$ cat src/rtl/regfile_sb_if.sv
// rtl/regfile_sb_if.sv - decode/writeback port bundle for regfile_sb
interface regfile_sb_if #(
  parameter int DATA_W = 16,
  parameter int ADDR_W = 4
);
  logic              wr_en;
  logic [ADDR_W-1:0] wr_addr;
  logic [DATA_W-1:0] wr_data;
  logic [ADDR_W-1:0] rd_addr1;
  logic [ADDR_W-1:0] rd_addr2;
  logic [DATA_W-1:0] rd_data1;
  logic [DATA_W-1:0] rd_data2;
  logic              busy_set;
  logic [ADDR_W-1:0] busy_addr;
  logic              busy1;
  logic              busy2;
  logic              init_done;

  modport master (
    output wr_en, wr_addr, wr_data, rd_addr1, rd_addr2, busy_set, busy_addr,
    input  rd_data1, rd_data2, busy1, busy2, init_done
  );

  modport slave (
    input  wr_en, wr_addr, wr_data, rd_addr1, rd_addr2, busy_set, busy_addr,
    output rd_data1, rd_data2, busy1, busy2, init_done
  );
endinterface

$ cat src/rtl/regfile_sb.sv
// rtl/regfile_sb.sv - register file with init sweep, write bypass and pending-write scoreboard
module regfile_sb #(
  parameter int DATA_W  = 16,
  parameter int ADDR_W  = 4,
  parameter int ZERO_R0 = 1
) (
  input logic         clk,
  input logic         rst,
  regfile_sb_if.slave bus
);
  localparam int DEPTH = 2 ** ADDR_W;

  typedef enum logic {ST_INIT, ST_RUN} state_e;

  state_e             state_q, state_d;
  logic [ADDR_W:0]    cnt_q, cnt_d;
  logic [DEPTH-1:0]   busy_q, busy_d;
  logic [DATA_W-1:0]  regs_q [DEPTH];

  logic run;
  logic wr_ok;
  logic hit1, hit2;
  logic [DATA_W-1:0] init_val;

  assign run      = (state_q == ST_RUN);
  assign wr_ok    = bus.wr_en && !((ZERO_R0 != 0) && (bus.wr_addr == '0));
  assign init_val = DATA_W'(cnt_q[ADDR_W-1:0]);

  always_comb begin
    state_d = state_q;
    cnt_d   = cnt_q;
    busy_d  = busy_q;
    if (state_q == ST_INIT) begin
      cnt_d = cnt_q + 1'b1;
      if (cnt_q == (ADDR_W+1)'(DEPTH - 1)) state_d = ST_RUN;
    end else begin
      // clear before set so a same-edge issue to the written register wins
      if (bus.wr_en)    busy_d[bus.wr_addr]   = 1'b0;
      if (bus.busy_set) busy_d[bus.busy_addr] = 1'b1;
      if (ZERO_R0 != 0) busy_d[0] = 1'b0;
    end
  end

  always_ff @(posedge clk) begin
    if (rst) begin
      state_q <= ST_INIT;
      cnt_q   <= '0;
      busy_q  <= '0;
    end else begin
      state_q <= state_d;
      cnt_q   <= cnt_d;
      busy_q  <= busy_d;
    end
  end

  // Contents survive rst; the sweep rewrites every entry afterwards anyway.
  always_ff @(posedge clk) begin
    if (!rst) begin
      if (state_q == ST_INIT) regs_q[cnt_q[ADDR_W-1:0]] <= init_val;
      else if (wr_ok)         regs_q[bus.wr_addr]       <= bus.wr_data;
    end
  end

  assign hit1 = wr_ok && (bus.wr_addr == bus.rd_addr1);
  assign hit2 = wr_ok && (bus.wr_addr == bus.rd_addr2);

  always_comb begin
    bus.rd_data1 = '0;
    bus.rd_data2 = '0;
    if (run) begin
      if (!((ZERO_R0 != 0) && (bus.rd_addr1 == '0)))
        bus.rd_data1 = hit1 ? bus.wr_data : regs_q[bus.rd_addr1];
      if (!((ZERO_R0 != 0) && (bus.rd_addr2 == '0)))
        bus.rd_data2 = hit2 ? bus.wr_data : regs_q[bus.rd_addr2];
    end
  end

  assign bus.busy1 = run && busy_q[bus.rd_addr1] &&
                     !(bus.wr_en && (bus.wr_addr == bus.rd_addr1));
  assign bus.busy2 = run && busy_q[bus.rd_addr2] &&
                     !(bus.wr_en && (bus.wr_addr == bus.rd_addr2));
  assign bus.init_done = run;
endmodule
$ cat src/flat_wrapper.sv
// flat-port wrapper written by rule: the top's interface ports become plain ports
module regfile_sb_flat 
#(
  parameter int DATA_W  = 16,
  parameter int ADDR_W  = 4,
  parameter int ZERO_R0 = 1
)
  (clk, rst, bus_wr_en, bus_wr_addr, bus_wr_data, bus_rd_addr1, bus_rd_addr2, bus_busy_set, bus_busy_addr, bus_rd_data1, bus_rd_data2, bus_busy1, bus_busy2, bus_init_done);
  regfile_sb_if #(.DATA_W(DATA_W), .ADDR_W(ADDR_W)) bus_i ();
  input logic clk;
  input logic rst;
  input wire logic [$bits(bus_i.wr_en)-1:0] bus_wr_en;
  input wire logic [$bits(bus_i.wr_addr)-1:0] bus_wr_addr;
  input wire logic [$bits(bus_i.wr_data)-1:0] bus_wr_data;
  input wire logic [$bits(bus_i.rd_addr1)-1:0] bus_rd_addr1;
  input wire logic [$bits(bus_i.rd_addr2)-1:0] bus_rd_addr2;
  input wire logic [$bits(bus_i.busy_set)-1:0] bus_busy_set;
  input wire logic [$bits(bus_i.busy_addr)-1:0] bus_busy_addr;
  output wire logic [$bits(bus_i.rd_data1)-1:0] bus_rd_data1;
  output wire logic [$bits(bus_i.rd_data2)-1:0] bus_rd_data2;
  output wire logic [$bits(bus_i.busy1)-1:0] bus_busy1;
  output wire logic [$bits(bus_i.busy2)-1:0] bus_busy2;
  output wire logic [$bits(bus_i.init_done)-1:0] bus_init_done;
  assign bus_i.wr_en = bus_wr_en;
  assign bus_i.wr_addr = bus_wr_addr;
  assign bus_i.wr_data = bus_wr_data;
  assign bus_i.rd_addr1 = bus_rd_addr1;
  assign bus_i.rd_addr2 = bus_rd_addr2;
  assign bus_i.busy_set = bus_busy_set;
  assign bus_i.busy_addr = bus_busy_addr;
  assign bus_rd_data1 = bus_i.rd_data1;
  assign bus_rd_data2 = bus_i.rd_data2;
  assign bus_busy1 = bus_i.busy1;
  assign bus_busy2 = bus_i.busy2;
  assign bus_init_done = bus_i.init_done;
  regfile_sb #(.DATA_W(DATA_W), .ADDR_W(ADDR_W), .ZERO_R0(ZERO_R0)) u_core (.clk(clk), .rst(rst), .bus(bus_i));
endmodule
$ cat config.mk
export PLATFORM = sky130hd
export DESIGN_NAME = regfile_sb_flat
export DESIGN_NICKNAME = d
export VERILOG_FILES = /design/src/rtl/regfile_sb_if.sv /design/src/rtl/regfile_sb.sv /design/src/flat_wrapper.sv
export SDC_FILE = /design/constraint.sdc
export NUM_CORES = 1
export LEC_CHECK = 0
export BUFFER_PORTS_ARGS = -buffer_cell sky130_fd_sc_hd__buf_2
export CORE_ASPECT_RATIO = 1.1
export CORE_MARGIN = 2
export CORE_UTILIZATION = 30
export CTS_CLUSTER_DIAMETER = 120
export CTS_CLUSTER_SIZE = 14
export DETAILED_ROUTE_END_ITERATION = 10
export SYNTH_ARGS = -nofsm -noshare
export SYNTH_HDL_FRONTEND = slang
export SYNTH_SLANG_ARGS = --single-unit
$ cat constraint.sdc
create_clock -name clk -period 3.5 [get_ports clk]
set_input_delay 0.35 -clock clk [delete_from_list [all_inputs] [get_ports clk]]
set_output_delay 0.35 -clock clk [all_outputs]
set_load 0.005 [all_outputs]
# After elaboration in Yosys (flattened, before gate mapping)
# Memories as Yosys holds them, arrays and structs flattened.
# Cells that the tools add are included.
[word_totals] reg_bits=21 latch_bits=0 ram_bits=256 romBits=0 inputBits=36 memories=1
[mem_list] memory="u_core.regs_q" words=16 word_bits=16 read_ports=2 rd_clocked_by_memory_dff=0 wr=1 line_no="regfile_sb.sv:18" source="logic [DATA_W-1:0] regs_q [DEPTH];"
[op_classes] n_addsub=1 n_mul=0 n_div=0 magnitude_cmp=6 n_eq_ne=3 n_shift=0 n_mux=29 n_bitwise=3 reduce_logical=18
[ops] cell="$mux W16" n=10
[ops] cell="$lt A4 B5 Y1 const B" n=4
[ops] cell="$and A16 B16 Y16" n=1
[ops] cell="$not A16 Y16" n=1
[ops] cell="$or A16 B16 Y16" n=1
[ops] cell="$reduce_or A16 Y1" n=1
[ops] cell="$mux W1" n=14
[ops] cell="$logic_not A4 Y1" n=3
[ops] cell="$logic_and A1 B1 Y1" n=11
[ops] cell="$bmux W1 S4" n=2
[ops] cell="$demux W1 S4" n=2
[ops] cell="$eq A4 B4 Y1" n=2
[ops] cell="$ge A4 B1 Y1 const B" n=2
[ops] cell="$add A5 B1 Y5 const B" n=1
[ops] cell="$eq A5 B4 Y1 const B" n=1
[ops] cell="$mux W4" n=1
[ops] cell="$logic_not A1 Y1" n=3

# Longest topological paths before layout
# Gate-level depths: netlist of run 1.
[logic_depth] ltp_word=10 mapped_depth=8 depth_no_buf=6

# Worst setup path after synthesis of run 1
# No wires, ideal clock.
[synth_timing] path_type="register -> register" from="register u_core.state_q, in the netlist u_core.bus.init_done" to="memory u_core.regs_q[5][0] (enable)" setup_time_ps=388 t_arrival_ps=2084 setup_slack_ps=1028 path_stages_with_launch=7 path_buffers=2 path_cell_list="dfxtp_1 -> clkbuf_1 -> nand3b_1 -> a21oi_1 -> clkbuf_1 -> o211ai_1 -> nor2_1"
[synth_between] elab_chain_len=5 elab_cells_between_ends=9
[synth_rtl] element="from (decl)" line_no="regfile_sb.sv:15" source="state_e state_q, state_d;"
[synth_rtl] element="from (signal assigned)" line_no="regfile_sb.sv:50" source="state_q <= state_d;"
[synth_rtl] element="$mux W1" line_no="regfile_sb.sv:59" source="if (state_q == ST_INIT) regs_q[cnt_q[ADDR_W-1:0]] <= init_val;"
[synth_rtl] element="$mux W1" line_no="regfile_sb.sv:58" source="if (!rst) begin"
[synth_rtl] element="$mux W1 (not written as such)" line_no="regfile_sb.sv:60" source="else if (wr_ok) regs_q[bus.wr_addr] <= bus.wr_data;"
[synth_rtl] element="$reduce_or A16 Y1 (no source line)"
[synth_rtl] element="$mux W4 (no source line) / $mux W1 (equally long branches)"
[synth_rtl] element="to (decl)" line_no="regfile_sb.sv:18"
# Parallel ways exist; a longest one is shown, timed or not.

# Worst setup path after layout of run 1
[layout_timing] from="input bus_rd_addr1[2]" to="output bus_rd_data1[12]"
[layout_between] elab_chain_len=5 elab_cells_between_ends=7
[layout_rtl] element="from (decl)" line_no="flat_wrapper.sv:15" source="input wire logic [$bits(bus_i.rd_addr1)-1:0] bus_rd_addr1;"
[layout_rtl] element="parallel branches: the longest is 3 deep, another holds $mem_v2 Z16 W16"
[layout_rtl] element="$mux W16 (*)" line_no="regfile_sb.sv:71" source="if (!((ZERO_R0 != 0) && (bus.rd_addr1 == '0)))"
[layout_rtl] element="$mux W16 (*)" line_no="regfile_sb.sv:70" source="if (run) begin"
[layout_rtl] element="to (decl)" line_no="flat_wrapper.sv:19" source="output wire logic [$bits(bus_i.rd_data1)-1:0] bus_rd_data1;"
# Every way passes the cells marked *.

==> results.json, run 1 <==
{
  "slew_violations": 0,
  "clk_pin_slew_ps": 70,
  "synthDistinctLibCells": 49,
  "grt_pass1_vias": 8428,
  "p_int_mw": 5.17,
  "synth_seq_cells": 277,
  "maxCapViolCount": 0,
  "synth_edf_count": 256,
  "setup_tns_ps": 0,
  "synth_area_um2": 13600,
  "ir_worst_vdd_mv": 0.368,
  "synth_cells": 824,
  "mappedNetlistNets": 862,
  "r2r-start": "u_core.bus.init_done",
  "wire_per_inst_um": 25.6,
  "synth_flop_cell": "edfxtp_1",
  "clkPwrFrac_pct": 37.0,
  "skew_ps": 29.0,
  "syn_avg_cell_area_um2": 16.6,
  "synth-xor-area-share_pct": 0.706,
  "powerDensity_nw_per_um2": 428,
  "firstDrtPassIters": 7,
  "period_share_pct": 87.5,
  "cts_buffers": 24,
  "antenna_found_initial": 0,
  "critPathRequiredTime_ps": 3150,
  "finalNonFillerCells": 1494,
  "holdPathStages": 4,
  "fin_nets": 942,
  "async_flop_share_pct": 0,
  "synth_top_family_by_area": "multiplexers",
  "grt.busiest_layer": "met2",
  "seqPwrFrac_pct": 54.6,
  "synth_top_area_share_pct": 56.4,
  "diodes": 0,
  "insertion_delay_ps": 550,
  "core_area_um2": 44700,
  "r2r_cells": 5,
  "p_comb_share_pct": 8.4,
  "maxSlewHeadroom_pct": 35.0,
  "synthAdderAreaFrac_pct": 0.183,
  "cts_tree": "yes",
  "holdWs_ps": 132,
  "layout-drive-gt1-share_pct": 31.0,
  "grt_max_degree": 38,
  "place_area_um2": 14900,
  "die_width_um": 207,
  "tightest_slew_ps": 976,
  "synth_compound_area_share_pct": 8.85,
  "p_switching_mw": 1.50,
  "ys_warn_count": 0,
  "min_to": "u_core.busy_q[3]",
  "cp_max_fo": 29,
  "clk_path_buf_depth": 3,
  "outcome": "finished clean",
  "wl_um": 38300,
  "ant_nets": 0,
  "hp-class": "input pin to flop",
  "start_util_pct": 30.5,
  "fin_total_pwr_mw": 6.67,
  "place_inst": 1459,
  "area_growth_syn_to_layout_pct": 14.3,
  "numPortBuffers": 70,
  "synth_area_leaders": "edfxtp_1, mux4_2, dfxtp_1, a22o_1, a22oi_1",
  "met2_usage_pct": 26.3,
  "crit_path_start_kind": "input pin",
  "crit_type": "input pin to output pin",
  "setup-violations-final": 0,
  "dieArea_um2": 47200,
  "drt_iter0_drc": 854,
  "grt_pass1_wl_um": 56100,
  "gp_congestion": 0.820,
  "cts_resized": 0,
  "cts_setup_buffers": 0,
  "ioPinCount": 71,
  "synth.area.mux_share_pct": 22.9,
  "synth_area_leader_cell": "edfxtp_1",
  "synth-simple-area-share_pct": 5.14,
  "drc": 0,
  "swShare_pct": 22.4,
  "via_per_inst": 5.66,
  "cts_hold_buf": 0,
  "cts_sinks": 277,
  "grt.total_usage_pct": 16.1,
  "ff2ff_setup_slack_ps": 930,
  "hpwl_um": 24100,
  "vias": 8449,
  "grt_overflow": 0,
  "final_area_um2": 15600,
  "cp.arrival_ps": 2710,
  "hold_viol": 0,
  "p_leak_nw": 5.47,
  "hp-start": "bus_busy_addr[2]",
  "rr_endpoint": "u_core.regs_q[6][8]",
  "rows": 81,
  "cp-end-kind": "output pin",
  "clock_tree.root_cell": "clkbuf_16",
  "gr-usage-met1_pct": 22.0,
  "timing.final.crit_period_ps": 3060,
  "die_h_um": 228,
  "fmax_mhz": 326,
  "grt_use_met3_pct": 2.57,
  "yosysSeqAreaShare_pct": 59.4,
  "rsz0062_at_grt": "false",
  "cts_max_level": 1
}
## synth_stat cells, types with 7 or more instances
| library cell | number |
|---|---|
| a22oi_1 | 33 |
| mux2i_1 | 17 |
| clkbuf_1 | 18 |
| buf_1 | 8 |
| a22o_1 | 33 |
| a21oi_1 | 22 |
| dfxtp_1 | 21 |
| mux4_1 | 9 |
| and2_1 | 15 |
| o22ai_1 | 16 |
| nor2b_1 | 13 |
| a221o_1 | 15 |
| mux4_2 | 112 |
| buf_2 | 30 |
| nand2_1 | 53 |
| nor2_1 | 31 |
| edfxtp_1 | 256 |
| o21ai_0 | 19 |
| a211oi_1 | 16 |
| mux2_1 | 17 |
| xor2_1 | 7 |
## power by group through the flow
stage | sequential (mW) | clock [mW] | combinational [mW]
floorplan | 3.70 | 0 | 0.370
global placement | 3.71 | 0 | 0.556
detailed placement | 3.71 | 0 | 0.560
CTS | 3.64 | 2.52 | 0.563
global route | 3.64 | 2.63 | 0.596
finish | 3.64 | 2.47 | 0.562
## logic make-up after synthesis
kind of cell	count (synthesis)
buffers and inverters	71
xor gates and xnor gates	11
muxes	155
AOI/OAI and AO/OA	165
and+or+nand+nor	143
DFF	277
adders and majority gates	2
## state kept, by name, indices dropped and copies added (netlist names)
name,cells
u_core.cnt_q,5
u_core.regs_q,256
u_core.busy_q,15
u_core.bus.init_done,1
## worst max path at each step
stage | from | slack (ps) | cells past startpoint | to
3_3_place_gp | bus_rd_addr1[2] | 500 | 8 | bus_rd_data1[11]
3_5_place_dp | bus_rd_addr1[2] | 530 | 8 | bus_rd_data1[11]
6_report | bus_rd_addr1[2] | 440 | 8 | bus_rd_data1[12]
5_1_grt | bus_rd_addr1[2] | 420 | 8 | bus_rd_data1[12]
2_1_floorplan | u_core.bus.init_done | 1030 | 6 | u_core.regs_q[5][0]
4_1_cts | bus_rd_addr1[2] | 480 | 8 | bus_rd_data1[12]
## cells in the final DEF (no fill, tap or decap), drive strengths merged, types with 2 or more instances in the layout
| cell | n |
|---|---|
| a32oi | 2 |
| clkinv | 2 |
| nor2b | 13 |
| ha | 2 |
| dfxtp | 21 |
| mux4 | 121 |
| nor3 | 4 |
| nand3 | 6 |
| mux2i | 17 |
| edfxtp | 256 |
| and3 | 5 |
| mux2 | 17 |
| nor2 | 32 |
| xor2 | 7 |
| nor4 | 2 |
| a221o | 15 |
| inv | 4 |
| and3b | 3 |
| o21ai | 22 |
| xnor2 | 4 |
| clkbuf | 33 |
| a21oi | 22 |
| a22o | 33 |
| o22ai | 16 |
| and2 | 15 |
| nand2 | 53 |
| a22oi | 33 |
| buf | 121 |
| a211oi | 16 |
| nor3b | 3 |
| nand3b | 4 |
| o41ai | 2 |
## critical path, cell delays in order
cell and delay (ps):
buf_2 710, buf_4 360, mux4_2 330, o22ai_1 160, a211oi_1 90, a221o_1 340, a22o_1 210, buf_2 120
## layer usage
layer / share of wire, % / wire [um] / up-vias
met2: 48 / 18300 / 375
met4: 2.7 / 1020 / 0
met5: 0 / 0 / -
li1: - / - / 3597
met1: 42 / 16200 / 4421
met3: 7.3 / 2800 / 56
## layout make-up
type	count	area, um^2
Clock inverter	2	21.3
Fill cell	4195	29100
Tap cell	581	727
Sequential cell	277	8110
Timing Repair Buffer	121	841
Clock buffer	33	666
Inverter	4	15.0
Multi-Input combinational cell	476	5220
## metrics by stage
step / worst slack (ps) / utilization, %
after detailed placement: 532 / 33.4
after CTS: 485 / 34.9
final: 436 / 34.9
after floorplan: 1030 / -
after global routing: 418 / 34.9
after global placement: 503 / 33.4
Power figures use the tool's default switching activity.
==> run 2: changes to the inputs <==
CORE_ASPECT_RATIO = not set   (was 1.1)
GPL_ROUTABILITY_DRIVEN = 0   (was not set)
==> run 2 against run 1 <==
Net effect:
- largest power group unchanged
- first-iteration DRC count shrank 8.7%
- flip-flop and latch count is the same
- worst hold slack gained 4.5 ps
- register-to-register slack gained 210 ps
- core utilization shrank 0.33 points
- final area is essentially flat
- combinational power shrank 1%
- via count shrank 0.79%
- non-clock buffer count grew 4
==> results.json, run 2 (synthesized netlist as in run 1, its figures left out) <==
{
  "rr_endpoint": "u_core.regs_q[9][12]",
  "cpPeakStageDelay_ps": 590,
  "crit_type": "input pin to output pin",
  "fmax_mhz": 355,
  "maxCapViolCount": 0,
  "die_h_um": 217,
  "post-place-ws_ps": 661,
  "cts_max_level": 1,
  "cp_max_fo": 24,
  "cp-end-kind": "output pin",
  "crit_path_start": "bus_rd_addr2[0]",
  "path_depth": 7,
  "cts_hold_buf": 0,
  "grt_overflow": 0,
  "cts_tree": "yes",
  "setup_tns_ps": 0,
  "cp.arrival_ps": 2460,
  "ioPinCount": 71,
  "maxSlewHeadroom_pct": 31.2,
  "cts_sinks": 277,
  "numPortBuffers": 70,
  "hold_viol": 0,
  "insertion_delay_ps": 540,
  "cpMostUsedCell": "buf_2",
  "grt.total_usage_pct": 16.3,
  "skew_ps": 23.5,
  "reg.largest.list": "u_core.regs_q (256), u_core.busy_q (15), u_core.cnt_q (5)",
  "wl_um": 38700,
  "regMostFlops": "u_core.regs_q",
  "powerDensity_nw_per_um2": 418,
  "n_fill_cell": 4284,
  "crit_path_start_kind": "input pin",
  "drt_iter0_drc": 780,
  "critPathTopFamily": "buffers and inverters",
  "wire_per_inst_um": 25.6,
  "r2r-start": "u_core.bus.init_done",
  "clk_pin_slew_ps": 80,
  "vias": 8382,
  "grt_pass1_wl_um": 56800,
  "grt_max_degree": 33,
  "layout-drive-gt1-share_pct": 31.1,
  "largest_reg_flops": 256,
  "via_per_inst": 5.54,
  "holdPathStages": 3,
  "rows": 78,
  "finish.utilization_pct": 34.6,
  "rsz0062_at_grt": "false",
  "ff2ff_setup_slack_ps": 1140,
  "firstDrtPassIters": 5,
  "ir_worst_vdd_mv": 0.309,
  "setup-violations-final": 0,
  "crit_end": "bus_rd_data2[6]",
  "ant_nets": 0,
  "antenna_found_initial": 0,
  "seqPwrFrac_pct": 55.9,
  "hpwl_um": 25100,
  "period_share_pct": 80.4,
  "final_cell_mix": "edfxtp_1, mux4_2, buf_2, nand2_1, buf_4",
  "cp_cell_sequence": "buf_2 -> buf_12 -> mux4_2 -> a22oi_1 -> nand2_1 -> a22o_1 -> buf_2",
  "timing.final.crit_period_ps": 2810,
  "cp_slowest_cell": "buf_2",
  "drc": 0,
  "p_comb_share_pct": 8.5,
  "tightest_slew_ps": 1030,
  "critPathRequiredTime_ps": 3150,
  "diodes": 0,
  "clkPwrFrac_pct": 35.6,
  "swShare_pct": 22.4,
  "area_growth_syn_to_layout_pct": 14.3,
  "cts_setup_buffers": 0,
  "cts_buffers": 23,
  "hp-class": "input pin to flop",
  "holdWs_ps": 136,
  "path_buf_inv": 3,
  "clock_tree.root_cell": "clkbuf_16",
  "die_width_um": 217,
  "core_area_um2": 45100,
  "fin_nets": 945,
  "p_switching_mw": 1.46,
  "r2r_cells": 5,
  "p_int_mw": 5.05,
  "grt_pass1_vias": 8606,
  "dieArea_um2": 47200,
  "outcome": "finished clean",
  "mostFrequentLayoutCell": "edfxtp_1",
  "p_leak_nw": 5.46,
  "cts_resized": 0,
  "setup_slack_ps": 687,
  "clk_path_buf_depth": 3,
  "slew_violations": 0,
  "start_util_pct": 30.2
}
## run 2: cell type report
cell class	instances	area, um^2	area share, %
Sequential cell	277	8110	52.0
Multi-Input combinational cell	476	5210	33.4
Timing Repair Buffer	125	883	5.67
Tap cell	600	751	4.82
Clock buffer	30	602	3.86
Inverter	4	15.0	0.0964
Clock inverter	2	13.8	0.0883
## run 2: metrics by stage
step           total power [mW]  area, um^2  instances
2_1_floorplan              4.08       13600        824
3_3_place_gp               4.26       15000       1482
3_5_place_dp               4.27       15000       1482
4_1_cts                    6.56       15600       1514
5_1_grt                    6.71       15600       1514
6_report                   6.51       15600       1514
## run 2: worst min-delay path by stage
stage / startpoint / to / slack [ps]
2_1_floorplan: u_core.busy_q[1] / u_core.busy_q[1] / 460
3_3_place_gp: u_core.cnt_q[4] / u_core.cnt_q[4] / 470
3_5_place_dp: u_core.cnt_q[4] / u_core.cnt_q[4] / 490
4_1_cts: bus_busy_addr[1] / u_core.busy_q[15] / 130
5_1_grt: bus_busy_addr[1] / u_core.busy_q[14] / 160
6_report: bus_busy_addr[1] / u_core.busy_q[15] / 140
## run 2: power by group through the flow
stage                     registers [mW]  clock network (mW)  logic (mW)
after floorplan                     3.70                   0       0.370
after global placement              3.71                   0       0.553
after detailed placement            3.71                   0       0.556
after CTS                           3.64                2.36       0.559
after global routing                3.64                2.48       0.591
final                               3.64                2.32       0.555
## run 2: routing by layer
metal | share of wire, % | track usage (%) | vias up | routed length, um
li1 | - | - | 3602 | -
met1 | 39 | 20.0 | 4396 | 15000
met4 | 3.5 | 6.39 | 0 | 1360
met3 | 6.1 | 2.42 | 78 | 2370
met2 | 51 | 29.0 | 306 | 19900
met5 | 0 | 0 | - | 0
## run 2: tightest hold or removal path, cell delays in order
cell and delay, ps:
buf_2 140, nand3_1 70, a21oi_1 70
